**config.mk**
```make
export PLATFORM = sky130hd
export DESIGN_NAME = rect_rasterizer_flat
export DESIGN_NICKNAME = d
export VERILOG_FILES = /design/src/rtl/rect_rasterizer_if.sv /design/src/rtl/rect_rasterizer.sv /design/src/flat_wrapper.sv
export SDC_FILE = /design/constraint.sdc
export NUM_CORES = 1
export LEC_CHECK = 0
export CAP_MARGIN = 15
export CELL_PAD_IN_SITES_DETAIL_PLACEMENT = 1
export CELL_PAD_IN_SITES_GLOBAL_PLACEMENT = 2
export CORE_AREA = 4 4 154 156
export CTS_CLUSTER_DIAMETER = 50
export DETAILED_ROUTE_END_ITERATION = 10
export DIE_AREA = 0 0 158 160
export PLACE_DENSITY = 0.89
export SETUP_SLACK_MARGIN = 0.15
export SLEW_MARGIN = 20
export SYNTH_ARGS = -nofsm -noshare
export SYNTH_HDL_FRONTEND = slang
export SYNTH_SLANG_ARGS = --single-unit
```
**constraint.sdc**
```tcl
create_clock -name clk -period 6.2 [get_ports clk]
set_input_delay 1.24 -clock clk [delete_from_list [all_inputs] [get_ports clk]]
set_output_delay 1.24 -clock clk [all_outputs]
set_load 0.01 [all_outputs]
```
**src/rtl/rect_rasterizer_if.sv**
```systemverilog
// rect_rasterizer_if
//   Bundles the rectangle request and the pixel stream of rect_rasterizer.
//   master : request side (drives start/coords/colour, observes the stream)
//   slave  : rasterizer side (observes the request, drives busy/pixels/frame_ready)
//   Signals:
//     start, x0, x1, y0, y1, r, g, b, a     request and fill colour
//     busy, pixel_ready, pixel_number,      pixel stream and status
//     o_r, o_g, o_b, o_a, frame_ready
interface rect_rasterizer_if;
    logic        start;
    logic [9:0]  x0, x1;
    logic [8:0]  y0, y1;
    logic [7:0]  r, g, b, a;
    logic        busy;
    logic [18:0] pixel_number;
    logic        pixel_ready;
    logic [7:0]  o_r, o_g, o_b, o_a;
    logic        frame_ready;

    modport master (
        output start, x0, x1, y0, y1, r, g, b, a,
        input  busy, pixel_number, pixel_ready, o_r, o_g, o_b, o_a, frame_ready
    );
    modport slave (
        input  start, x0, x1, y0, y1, r, g, b, a,
        output busy, pixel_number, pixel_ready, o_r, o_g, o_b, o_a, frame_ready
    );
endinterface

```
**src/rtl/rect_rasterizer.sv**
```systemverilog
// rect_rasterizer
//   Clips a screen-space rectangle to the screen and walks it in raster order,
//   emitting one pixel_ready strobe per pixel every PIXEL_GAP cycles, followed
//   by a single frame_ready pulse. All outputs are registered.
//   Ports:
//     clk    in  system clock, rising edge
//     reset  in  synchronous active-high reset
//     bus    slave modport of rect_rasterizer_if (request in, pixel stream out)
module rect_rasterizer #(
    parameter int SCREEN_W  = 640,
    parameter int SCREEN_H  = 480,
    parameter int PIXEL_GAP = 2
) (
    input  logic              clk,
    input  logic              reset,
    rect_rasterizer_if.slave  bus
);
    typedef enum logic [1:0] {IDLE, EMIT, GAP, DONE} state_t;

    localparam int          GW       = (PIXEL_GAP > 2) ? $clog2(PIXEL_GAP) : 1;
    localparam logic [9:0]  XMAX     = 10'(SCREEN_W - 1);
    localparam logic [8:0]  YMAX     = 9'(SCREEN_H - 1);
    localparam logic [18:0] ROW      = 19'(SCREEN_W);
    localparam logic [GW-1:0] GAP_LAST = GW'((PIXEL_GAP >= 2) ? PIXEL_GAP - 2 : 0);

    state_t        state_q, state_d;
    logic [9:0]    x_q, x_d, x0_q, x0_d, x1c_q, x1c_d;
    logic [8:0]    y_q, y_d, y1c_q, y1c_d;
    logic [18:0]   row_q, row_d, pn_q, pn_d;
    logic [GW-1:0] gap_q, gap_d;
    logic [31:0]   col_q, col_d;
    logic          pr_q, pr_d, fr_q, fr_d, busy_q, busy_d;

    // request decode: clip the far corner, detect an empty rectangle
    logic [9:0]  x1c_in;
    logic [8:0]  y1c_in;
    logic [18:0] row_in;
    logic        empty_in;
    assign x1c_in   = (bus.x1 > XMAX) ? XMAX : bus.x1;
    assign y1c_in   = (bus.y1 > YMAX) ? YMAX : bus.y1;
    assign row_in   = ROW * 19'(bus.y0);
    assign empty_in = (bus.x0 > x1c_in) || (bus.y0 > y1c_in);

    // raster step from the pixel just emitted; rows advance by an add
    logic        last;
    logic [9:0]  nx;
    logic [8:0]  ny;
    logic [18:0] nrow;
    assign last = (x_q == x1c_q) && (y_q == y1c_q);
    always_comb begin
        nx   = x_q + 10'd1;
        ny   = y_q;
        nrow = row_q;
        if (x_q == x1c_q) begin
            nx   = x0_q;
            ny   = y_q + 9'd1;
            nrow = row_q + ROW;
        end
    end

    always_comb begin
        logic adv;
        adv     = 1'b0;
        state_d = state_q;
        x_d     = x_q;
        y_d     = y_q;
        x0_d    = x0_q;
        x1c_d   = x1c_q;
        y1c_d   = y1c_q;
        row_d   = row_q;
        pn_d    = pn_q;
        gap_d   = gap_q;
        col_d   = col_q;
        pr_d    = 1'b0;
        fr_d    = 1'b0;
        busy_d  = busy_q;
        case (state_q)
            IDLE: begin
                busy_d = 1'b0;
                if (bus.start) begin
                    busy_d = 1'b1;
                    x0_d   = bus.x0;
                    x1c_d  = x1c_in;
                    y1c_d  = y1c_in;
                    x_d    = bus.x0;
                    y_d    = bus.y0;
                    row_d  = row_in;
                    col_d  = {bus.r, bus.g, bus.b, bus.a};
                    if (empty_in) begin
                        state_d = DONE;
                        fr_d    = 1'b1;
                    end else begin
                        state_d = EMIT;
                        pr_d    = 1'b1;
                        pn_d    = row_in + 19'(bus.x0);
                    end
                end
            end
            EMIT: begin
                if (PIXEL_GAP == 1) begin
                    adv = 1'b1;
                end else begin
                    state_d = GAP;
                    gap_d   = '0;
                end
            end
            GAP: begin
                if (gap_q == GAP_LAST) adv = 1'b1;
                else                   gap_d = gap_q + GW'(1);
            end
            DONE: begin
                state_d = IDLE;
                busy_d  = 1'b0;
            end
            default: state_d = IDLE;
        endcase

        if (adv) begin
            if (last) begin
                state_d = DONE;
                fr_d    = 1'b1;
            end else begin
                state_d = EMIT;
                pr_d    = 1'b1;
                x_d     = nx;
                y_d     = ny;
                row_d   = nrow;
                pn_d    = nrow + 19'(nx);
            end
        end
    end

    always_ff @(posedge clk) begin
        if (reset) begin
            state_q <= IDLE;
            x_q     <= '0;
            y_q     <= '0;
            x0_q    <= '0;
            x1c_q   <= '0;
            y1c_q   <= '0;
            row_q   <= '0;
            pn_q    <= '0;
            gap_q   <= '0;
            col_q   <= '0;
            pr_q    <= 1'b0;
            fr_q    <= 1'b0;
            busy_q  <= 1'b0;
        end else begin
            state_q <= state_d;
            x_q     <= x_d;
            y_q     <= y_d;
            x0_q    <= x0_d;
            x1c_q   <= x1c_d;
            y1c_q   <= y1c_d;
            row_q   <= row_d;
            pn_q    <= pn_d;
            gap_q   <= gap_d;
            col_q   <= col_d;
            pr_q    <= pr_d;
            fr_q    <= fr_d;
            busy_q  <= busy_d;
        end
    end

    assign bus.busy         = busy_q;
    assign bus.pixel_ready  = pr_q;
    assign bus.frame_ready  = fr_q;
    assign bus.pixel_number = pn_q;
    assign bus.o_r          = col_q[31:24];
    assign bus.o_g          = col_q[23:16];
    assign bus.o_b          = col_q[15:8];
    assign bus.o_a          = col_q[7:0];
endmodule

```
**src/flat_wrapper.sv**
```systemverilog
// flat-port wrapper written by rule: the top's interface ports become plain ports
module rect_rasterizer_flat 
#(
    parameter int SCREEN_W  = 640,
    parameter int SCREEN_H  = 480,
    parameter int PIXEL_GAP = 2
)
  (clk, reset, bus_start, bus_x0, bus_x1, bus_y0, bus_y1, bus_r, bus_g, bus_b, bus_a, bus_busy, bus_pixel_number, bus_pixel_ready, bus_o_r, bus_o_g, bus_o_b, bus_o_a, bus_frame_ready);
  rect_rasterizer_if bus_i ();
  input  logic clk;
  input  logic reset;
  input wire logic [$bits(bus_i.start)-1:0] bus_start;
  input wire logic [$bits(bus_i.x0)-1:0] bus_x0;
  input wire logic [$bits(bus_i.x1)-1:0] bus_x1;
  input wire logic [$bits(bus_i.y0)-1:0] bus_y0;
  input wire logic [$bits(bus_i.y1)-1:0] bus_y1;
  input wire logic [$bits(bus_i.r)-1:0] bus_r;
  input wire logic [$bits(bus_i.g)-1:0] bus_g;
  input wire logic [$bits(bus_i.b)-1:0] bus_b;
  input wire logic [$bits(bus_i.a)-1:0] bus_a;
  output wire logic [$bits(bus_i.busy)-1:0] bus_busy;
  output wire logic [$bits(bus_i.pixel_number)-1:0] bus_pixel_number;
  output wire logic [$bits(bus_i.pixel_ready)-1:0] bus_pixel_ready;
  output wire logic [$bits(bus_i.o_r)-1:0] bus_o_r;
  output wire logic [$bits(bus_i.o_g)-1:0] bus_o_g;
  output wire logic [$bits(bus_i.o_b)-1:0] bus_o_b;
  output wire logic [$bits(bus_i.o_a)-1:0] bus_o_a;
  output wire logic [$bits(bus_i.frame_ready)-1:0] bus_frame_ready;
  assign bus_i.start = bus_start;
  assign bus_i.x0 = bus_x0;
  assign bus_i.x1 = bus_x1;
  assign bus_i.y0 = bus_y0;
  assign bus_i.y1 = bus_y1;
  assign bus_i.r = bus_r;
  assign bus_i.g = bus_g;
  assign bus_i.b = bus_b;
  assign bus_i.a = bus_a;
  assign bus_busy = bus_i.busy;
  assign bus_pixel_number = bus_i.pixel_number;
  assign bus_pixel_ready = bus_i.pixel_ready;
  assign bus_o_r = bus_i.o_r;
  assign bus_o_g = bus_i.o_g;
  assign bus_o_b = bus_i.o_b;
  assign bus_o_a = bus_i.o_a;
  assign bus_frame_ready = bus_i.frame_ready;
  rect_rasterizer #(.SCREEN_W(SCREEN_W), .SCREEN_H(SCREEN_H), .PIXEL_GAP(PIXEL_GAP)) u_core (.clk(clk), .reset(reset), .bus(bus_i));
endmodule
```
==> metrics.txt <==
Setup violations, final=0; synthesized cell area=7298 um2; fraction of registers with async set or reset after synthesis=0%; Initial Utilization=approximately a third; setup TNS=0 ns; hpwl dp=18650 um; DR WL/cell=18.91 um; CP max FO=12; final std cells w/o fill=around 1300; area share of the largest cell type after synthesis=around 34%; Slew @ Worst Pin=0.8710 ns; Register Area=2462 um2; Max Root-Sink Buffers=2; first-pass GRT wire length=39990 um; Initial DRC Count=around 350; area grow syn2layout=28.27%; Post CTS Setup Buffer Count=0; Power Dens Cells=420.2 nW/um2; most frequent cells after synthesis=163 x nand2_1, 123 x dfxtp_1, 96 x a21oi_1, 85 x nor2_1, 53 x ha_1; ranking of synthesized cells by area=dfxtp_1 34%, ha_1 9.1%, nand2_1 8.4%, a21oi_1 6.6%, nor2_1 4.4%; Slew headroom=41.71%; Tmin final=4.658 ns; CP cell instances=clkdlybuf4s50_1 > inv_1 > nor2_1 > nor2_1 > ha_1 > a21o_1 > a21o_1 > a2111oi_0 > o2bb2ai_1 > or3_1 > o32a_1 > o32ai_1; GRT Total Usage=between 10% and 20%; total die area=around 25000 um2; YS warnings=0; Placement Setup Slack=between 1 and 1.5 ns; die width=approximately 160 um; ant diodes=0; footprint of the multi-input gates=4511 um2; FF-to-FF setup slack=1.61 ns; Core Footprint=~22000 um2; cell total after placement=1305; number of synthesized flops with an enable pin=0; cell row count=55; Routed Antenna Nets=0; I/O Buffers=126; Placer Congestion=between 0.8 and 0.9; root buffer cell=clkbuf_16; dominant cell type by area after synthesis=dfxtp_1; CTS tree=done; Max-cap violations=0; leakage=0.003620 uW; final clock period utilization by the worst path=75.13%; clk slew on worst S/H paths=approximately 0.06 ns; Gate Count Post-Synth=940; Fmax=about 210 MHz; status=complete, no violations; Top delay family on crit path=compound AO/OA/AOI/OAI gates; layout cell share with drive strength beyond 1=under 10%; Top FF cell, synth=dfxtp_1; Hold/Removal Path Class=reg2reg; Synth cell types=approximately 60; Pre-antenna DRT Iters=4; slowest cell on the critical path=or3_1; final hold viol count=0; top-count cell post-synth=nand2_1; hold buffer count at cts=0; total grt overflow=0; total chip power=3934 uW; worst-skew pair later-pin latency=approximately 0.43 ns; drt via density=5.361; drt drc=0; CP Class=in2reg; Yosys reg bits=approximately 120; CTS HTree Levels=4; Worst Path Buf+Inv=2; crit path DAT=5.00 ns; routed vias=about 7200; FILL cells=2674; total wire length=25290 um; fin. max-slew vios=0; IO Count=about 130; Required @ worst endpoint=6.54 ns; Die Y=160 um; cts bufs inserted=17; sequential fraction of the synthesis area=around a third; antenna violations before repair=0; post-cts sizing count=0; fin nets=1168; vias in the first global route=7269; Startpoint Class=input pin; Fin Clk Skew=0.008879 ns; final worst setup slack=between 1.5 and 2 ns; Syn Area/Cell=7.764 um2; peak supply drop=between 150 and 200 uV; RSZ-0062 raised after global routing=false; max incr delay on CP=0.64 ns; largest net degree at the start of global routing=66; CP endpoint kind=flip-flop; post-synth net total=1069; CTS Sinks=~120
-- flip-flops by register name (all words and copies together) (netlist names) --
name and cells:
u_core.bus.busy 1, u_core.y_q 9, u_core.row_q 19, u_core.x1c_q 10, u_core.col_q 32, u_core.bus.pixel_number 19, u_core.x_q 10, u_core.bus.pixel_ready 1
u_core.x0_q 10, u_core.bus.frame_ready 1, u_core.state_q 2, u_core.y1c_q 9
-- per-stage QoR --
| step | area (um2) | utilization [%] | hold WS, ns |
|---|---|---|---|
| after global routing | 9361 | 41.86 | 0.4691 |
| after detailed placement | 8772 | 39.22 | 0.4481 |
| after floorplan | 7298 | - | 0.4357 |
| after CTS | 9361 | 41.86 | 0.4566 |
| after global placement | 8772 | 39.22 | 0.4418 |
| final | 9361 | 41.86 | 0.4537 |
-- final timing paths --
path,start,end,cells past startpoint
setup / recovery,bus_x1[9],u_core.bus.pixel_number[17],12
hold / removal,u_core.col_q[22],u_core.col_q[22],2
setup reg to reg,u_core.x_q[7],u_core.bus.pixel_number[12],12
hold reg to reg,u_core.col_q[22],u_core.col_q[22],2
-- cells in the final DEF, fill, tap and decap left out, types with 3 or more instances in the layout --
| cell | count |
|---|---|
| o221a_1 | 3 |
| inv_1 | 37 |
| and3_1 | 15 |
| xnor2_1 | 25 |
| nor2_1 | 85 |
| a211oi_1 | 30 |
| xor2_1 | 36 |
| fa_1 | 3 |
| o22ai_1 | 5 |
| o221ai_1 | 6 |
| a311oi_1 | 12 |
| buf_4 | 7 |
| clkdlybuf4s50_1 | 125 |
| a21o_1 | 4 |
| inv_6 | 5 |
| clkinv_4 | 4 |
| o2111ai_1 | 3 |
| dfxtp_1 | 123 |
| o21ai_0 | 21 |
| o21a_1 | 5 |
| o31ai_1 | 7 |
| nor4_1 | 11 |
| clkbuf_16 | 17 |
| or3_1 | 6 |
| nand2b_1 | 5 |
| a2111oi_0 | 3 |
| o21bai_1 | 4 |
| and2_1 | 4 |
| nand2_1 | 162 |
| nand3_1 | 26 |
| nor2b_1 | 5 |
| a21oi_1 | 96 |
| mux2i_1 | 3 |
| o31a_1 | 3 |
| o21ai_1 | 4 |
| nand4_1 | 15 |
| o211ai_1 | 5 |
| ha_1 | 53 |
| nor3_1 | 28 |
| or2_2 | 3 |
-- power breakdown --
group          internal [uW]  total [uW]  switching [uW]
Combinational            679        1690            1010
Sequential              1000        1230             222
Clock                    598        1010             417
-- per-layer routing --
| layer | up-vias | share of wire [%] | track usage (%) | routed length [um] |
|---|---|---|---|---|
| met2 | 134 | 49 | 33.11 | 12330 |
| met4 | 0 | 3.3 | 7.988 | 845 |
| li1 | 3523 | - | - | - |
| met1 | 3465 | 45 | 25.72 | 11370 |
| met5 | - | 0 | 0 | 0 |
| met3 | 46 | 3.0 | 3.198 | 747 |
-- worst reg2reg max path, delay by kind of cell, from the launching register on --
family / cells / cell delay, ns
compound gates: 4 / 1.20
fa+ha+maj: 1 / 0.46
simple gates: 6 / 2.19
flops: 1 / 0.46
xor+xnor: 1 / 0.15
-- kinds of logic after synthesis --
logic type / share of synthesized area (%)
adder cells (fa/ha/maj): 9.909
AND/OR/NAND/NOR: 23.86
buffers and inverters: 4.663
XOR/XNOR: 7.320
AO/OA/AOI/OAI: 20.09
flip-flops: 33.74
multiplexers: 0.4115
-- area by class of cell --
type / count / share of cell area, %
Multi-Input combinational cell: 728 / 48.18
Clock buffer: 17 / 4.544
Inverter: 37 / 1.484
Clock inverter: 15 / 1.751
Sequential cell: 123 / 26.30
Tap cell: 285 / 3.809
Timing Repair Buffer: 132 / 13.93
No activity file was read; power rests on OpenSTA's default activity.
